[src/rtl/run_ctrl.sv]
// run_ctrl: program loader and run supervisor for the single-cycle core.
// Streams machine words into the instruction memory write port while the
// core is held in reset, then releases the core, pulses its start request
// and watches for completion or a cycle-limit timeout.
module run_ctrl #(
  parameter int D       = 10,
  parameter int W       = 9,
  parameter int CW      = 16,
  parameter int MAX_CYC = 4000
) (
  input  logic          clk,
  input  logic          reset,
  input  logic          clr,
  input  logic          ld_valid,
  input  logic [W-1:0]  ld_data,
  input  logic          ld_last,
  output logic          ld_ready,
  output logic          im_wr_en,
  output logic [D-1:0]  im_wr_addr,
  output logic [W-1:0]  im_wr_data,
  input  logic          start,
  output logic          cpu_rst,
  output logic          cpu_req,
  input  logic          cpu_done,
  output logic          busy,
  output logic          fin,
  output logic          timeout,
  output logic [CW-1:0] cyc_cnt,
  output logic [D:0]    prog_len
);

  typedef enum logic [2:0] {
    S_IDLE,
    S_LOAD,
    S_ARMED,
    S_RST,
    S_RUN,
    S_DONE,
    S_TOUT
  } state_t;

  // Word count at which the memory is full; the load ends there even
  // without ld_last so the pointer never wraps onto address 0.
  localparam logic [D:0]    FULL_CNT  = {1'b1, {D{1'b0}}};
  localparam logic [CW-1:0] CYC_LIMIT = CW'(MAX_CYC);

  state_t        state;
  state_t        state_nxt;
  logic [D:0]    wr_ptr;
  logic [D:0]    wr_ptr_nxt;
  logic          rst_cnt;
  logic [CW-1:0] cyc_q;
  logic [CW-1:0] cyc_inc;
  logic [D:0]    len_q;
  logic          accept;
  logic          end_load;
  logic          enter_rst;

  logic          vld_p1;
  logic [D-1:0]  addr_p1;
  logic [W-1:0]  data_p1;

  function automatic logic [CW-1:0] sat_inc(input logic [CW-1:0] v);
    return (v == {CW{1'b1}}) ? v : v + 1'b1;
  endfunction

  // Next-state and status decode; clr overrides every other event
  always_comb begin
    state_nxt = state;
    ld_ready  = 1'b0;
    cpu_rst   = 1'b1;
    cpu_req   = 1'b0;
    busy      = 1'b0;
    fin       = 1'b0;
    timeout   = 1'b0;

    case (state)
      S_IDLE:  ld_ready = reset;
      S_LOAD: begin
        ld_ready = reset;
        busy     = 1'b1;
      end
      S_ARMED: ;
      S_RST:   busy = 1'b1;
      S_RUN: begin
        cpu_rst = 1'b0;
        busy    = 1'b1;
        // The counter is cleared on entry to RST, so zero marks the first RUN cycle.
        cpu_req = (cyc_q == '0);
      end
      S_DONE: begin
        cpu_rst = 1'b0;
        fin     = 1'b1;
      end
      S_TOUT: begin
        cpu_rst = 1'b0;
        timeout = 1'b1;
      end
      default: ;
    endcase

    accept     = ld_valid && ld_ready && !clr;
    wr_ptr_nxt = wr_ptr + 1'b1;
    end_load   = accept && (ld_last || (wr_ptr_nxt == FULL_CNT));
    cyc_inc    = sat_inc(cyc_q);

    if (clr) begin
      state_nxt = S_IDLE;
    end else begin
      case (state)
        S_IDLE:  if (accept) state_nxt = end_load ? S_ARMED : S_LOAD;
        S_LOAD:  if (end_load) state_nxt = S_ARMED;
        S_ARMED,
        S_DONE,
        S_TOUT:  if (start) state_nxt = S_RST;
        S_RST:   if (rst_cnt) state_nxt = S_RUN;
        S_RUN: begin
          if (cpu_done)                  state_nxt = S_DONE;
          else if (cyc_inc == CYC_LIMIT) state_nxt = S_TOUT;
        end
        default: state_nxt = S_IDLE;
      endcase
    end

    enter_rst = (state != S_RST) && (state_nxt == S_RST);
  end

  // FSM state register; rst_cnt marks the second RST cycle
  always_ff @(posedge clk or negedge reset) begin
    if (!reset) begin
      state   <= S_IDLE;
      rst_cnt <= 1'b0;
    end else begin
      state   <= state_nxt;
      rst_cnt <= (state == S_RST);
    end
  end

  // Load pointer, program length and run-cycle counter
  always_ff @(posedge clk or negedge reset) begin
    if (!reset) begin
      wr_ptr <= '0;
      len_q  <= '0;
      cyc_q  <= '0;
    end else if (clr) begin
      // The cycle count of the last run stays visible after clr.
      wr_ptr <= '0;
      len_q  <= '0;
    end else begin
      if (accept) begin
        wr_ptr <= wr_ptr_nxt;
        if (end_load)
          len_q <= wr_ptr_nxt;
        else if (state == S_IDLE)
          len_q <= '0;
      end
      if (enter_rst)
        cyc_q <= '0;
      else if (state == S_RUN)
        cyc_q <= cyc_inc;
    end
  end

  // Stage p1: registered instruction-memory write of the accepted word
  always_ff @(posedge clk or negedge reset) begin
    if (!reset) begin
      vld_p1  <= 1'b0;
      addr_p1 <= '0;
      data_p1 <= '0;
    end else begin
      vld_p1 <= accept;
      if (accept) begin
        addr_p1 <= wr_ptr[D-1:0];
        data_p1 <= ld_data;
      end
    end
  end

  assign im_wr_en   = vld_p1;
  assign im_wr_addr = addr_p1;
  assign im_wr_data = data_p1;
  assign cyc_cnt    = cyc_q;
  assign prog_len   = len_q;

endmodule

[config.mk]
export PLATFORM = sky130hd
export DESIGN_NAME = run_ctrl
export DESIGN_NICKNAME = d
export VERILOG_FILES = /design/src/rtl/run_ctrl.sv
export SDC_FILE = /design/constraint.sdc
export NUM_CORES = 1
export LEC_CHECK = 0
export CORE_MARGIN = 3
export CORE_UTILIZATION = 45
export DETAILED_ROUTE_END_ITERATION = 10
export PLACE_DENSITY = 0.77
export SLEW_MARGIN = 20
export SYNTH_ARGS = -nofsm -noshare
export SYNTH_HDL_FRONTEND = slang
export SYNTH_SLANG_ARGS = --single-unit
[constraint.sdc]
create_clock -name clk -period 2.53 [get_ports clk]
set_input_delay 0.3795 -clock clk [delete_from_list [all_inputs] [get_ports clk]]
set_output_delay 0.3795 -clock clk [all_outputs]
set_load 0.01 [all_outputs]
==> impl_metrics.ini <==
[sta]
final_max_slew_viol_count = 0
max_freq_mhz = 418.5
rsz0062_at_grt = false
fin_crit_sh_pct = 94.44
worst_slew_pin_slew_ps = 844.5
final-setup-viol-count = 0
slew_headroom_pct = 43.27
skew_ps = 11.38
hold_violations = 0
finalSetupTns_ps = 0
period_minus_slack_ps = 2389

[flow_run]
max-cap-violations = 0

[logic_synthesis]
ys_ff_latch = 62
ys_async_sr_fraction_pct = 100.0
syn_nets = 397
synth-edff-count = 0
ys_warn_count = 0
seq_area_frac_synth_pct = 46.77
synthFlopType = dfrtp_1
synthCells = 378
syn_area_um2 = 3317
synth_cell_types = 48
synth.avg_cell_area_um2 = 8.775

[worst_setup_path]
startpoint_type = flip-flop
crit_fanout = 16
cp_num_buf_inv = 0
crit_family = simple AND/OR/NAND/NOR gates
critical_path_class = reg -> reg
cpPeakStageDelay_ps = 540
cp_slowest_cell = or4b_1
worstReg2RegStart = wr_ptr[3]
r2r_end = cyc_cnt[15]
worst_ep_required_time_ps = 2770
r2r_cells = 6
cp-end-kind = flip-flop
rrSetupSlack_ps = 140
crit_arrival_ps = 2630
crit_chain = or4b_1 > nor4_1 > a211oi_1 > a211o_1 > and4b_2 > a311oi_2

[route]
drtIter0Drc = 273
vias = 3057
wl_mm = 8.563
vias_per_cell = 5.508
antenna_left = 0
drc = 0
wire_per_inst_um = 15.43
first_pass_iters = 4

[placed_design]
placed_area_um2 = 4139
portBuffers = 68
dp_hpwl_mm = 6.101
gp_congestion = 0.9621
dp_cells = 537

[final_layout]
fin_area_um2 = 4383
final_layout_size_suffix_gt1_share_pct = 11.11
diodes = 0
fin_cells = 555
synthToLayoutAreaGrowth_pct = 32.14
nets = 473

[cts]
cts_tree = yes
clock_latency_ps = 340
clk_pin_slew_worst_paths_ps = 70
cts_buffers = 9
cts_root_buf = clkbuf_8
cts_buffer_depth = 2
htreeDepth = 3
cts_sinks = 62

[pwr]
p_leak_uw = 0.001980
peakVddDrop_uv = 322.3
powerDensity_nw_per_um2 = 518.2
power_uw = 2271

[hold_path]
min_path_type = in -> async

[run_status]
status = complete, no violations

[floorplan]
ios = 69
die_w_um = 91.86
core.rowCount = 30
start_util_pct = 47.51
fp.dieH_um = 91.86
die-area_um2 = 8437
coreArea_um2 = 6982

[global_routing]
grt_start_max_net_pins = 63
grt_antenna_before_repair = 0
track_usage_pct = 21.23
grt_pass1_wl_mm = 14.38
grt-ovfl-total = 0
first_global_vias = 2966
layer usage:
| layer | up-vias | part of all wire, % | routed length (um) | track usage (%) |
|---|---|---|---|---|
| met5 | - | 0 | 0 | 0 |
| met1 | 1456 | 45 | 3825 | 28.74 |
| met3 | 23 | 7.1 | 606 | 5.004 |
| met4 | 0 | 2.7 | 235 | 10.27 |
| li1 | 1457 | - | - | - |
| met2 | 121 | 45 | 3896 | 32.00 |
synth_stat cells, drive strengths merged, types with 3 or more instances:
cell	n	area (um2)
a211oi	3	27.52
a21oi	11	55.05
a22o	9	78.83
a31oi	3	18.77
and3	7	43.79
and4	5	43.79
buf	7	52.54
clkbuf	17	63.81
dfrtp	62	1551
ha	3	37.54
inv	6	22.52
mux2i	3	30.03
nand2	85	319.1
nand3	15	75.07
nand4	10	62.56
nor2	43	168.9
nor3	10	50.05
nor3b	4	30.03
nor4	6	37.54
o21ai	9	45.04
xnor2	14	122.6
xor2	17	148.9
worst max path at each step:
stage | slack, ps | to | from | cells after the start
global route | 20 | cyc_cnt[9] | wr_ptr[3] | 6
CTS | 20 | busy | state[2] | 3
global placement | 120 | cyc_cnt[15] | ld_valid | 8
finish | 140 | cyc_cnt[15] | wr_ptr[3] | 6
floorplan | 320 | cyc_cnt[12] | wr_ptr[3] | 9
detailed placement | 10 | cyc_cnt[15] | ld_valid | 8
cell type report:
| class | instances | area [um2] |
|---|---|---|
| fill | 599 | 2599 |
| multi-input combinational | 285 | 1645 |
| sequential | 62 | 1554 |
| timing repair buffer | 89 | 835.8 |
| clock buffer | 13 | 158.9 |
| tap | 96 | 120.1 |
| clock inverter | 3 | 42.54 |
| inverter | 7 | 26.28 |
worst reg2reg max path, cell delays in order (launching register included):
cell and delay (ps):
dfrtp_1 450, or4b_1 540, nor4_1 260, a211oi_1 130, a211o_1 320, and4b_2 350
a311oi_2 230
through the flow:
stage / setup WS (ps) / utilization [%] / hold WS, ps
after global placement: 118.3 / 59.28 / 457.1
final: 140.7 / 62.78 / 245.9
after detailed placement: 9.790 / 59.28 / 462.0
after global routing: 16.08 / 62.78 / 307.0
after floorplan: 320.5 / - / 83.91
after CTS: 22.57 / 62.20 / 261.6
flip-flops by register name, indices dropped and copies added (netlist names):
register	count
im_wr_en	1
rst_cnt	1
cyc_cnt	16
prog_len	11
state	3
im_wr_data	9
wr_ptr	11
im_wr_addr	10
cells by family (layout without fill, tap and decap cells):
| group | Yosys count | count (layout) | share of synthesized area [%] |
|---|---|---|---|
| AO/OA/AOI/OAI | 51 | 51 | 10.94 |
| XOR/XNOR | 31 | 31 | 8.186 |
| adder cells (fa/ha/maj) | 3 | 3 | 1.132 |
| buffers and inverters | 31 | 112 | 4.300 |
| flip-flops | 62 | 62 | 46.77 |
| multiplexers | 3 | 3 | 0.9054 |
| AND/OR/NAND/NOR | 197 | 197 | 27.76 |
power breakdown:
group	internal, uW	switching [uW]
clock network	508	376
registers	1040	43.7
logic	154	152
total	1700	571
cells in the final DEF, fill, tap and decap left out, types with 3 or more instances in the layout:
| cell | instances |
|---|---|
| a21oi_1 | 10 |
| nor3b_1 | 3 |
| nand3_1 | 15 |
| nand4_1 | 10 |
| clkdlybuf4s50_1 | 66 |
| inv_1 | 6 |
| nand2_1 | 85 |
| dfrtp_1 | 60 |
| nor2_1 | 42 |
| and4_1 | 5 |
| a22o_1 | 9 |
| nor3_1 | 10 |
| mux2i_1 | 3 |
| ha_1 | 3 |
| xnor2_1 | 14 |
| nor4_1 | 4 |
| buf_4 | 21 |
| and3_1 | 7 |
| clkbuf_8 | 11 |
| o21ai_0 | 9 |
| xor2_1 | 17 |
| a31oi_1 | 3 |
repair_timing:
item                                    CTS  global route
buffers inserted                          0             2
endpoints found under the setup margin    2            29
cloned                                    0             0
resized for setup                         2             6
hold buffers                              0             0
No activity file was read; power rests on OpenSTA's default activity.
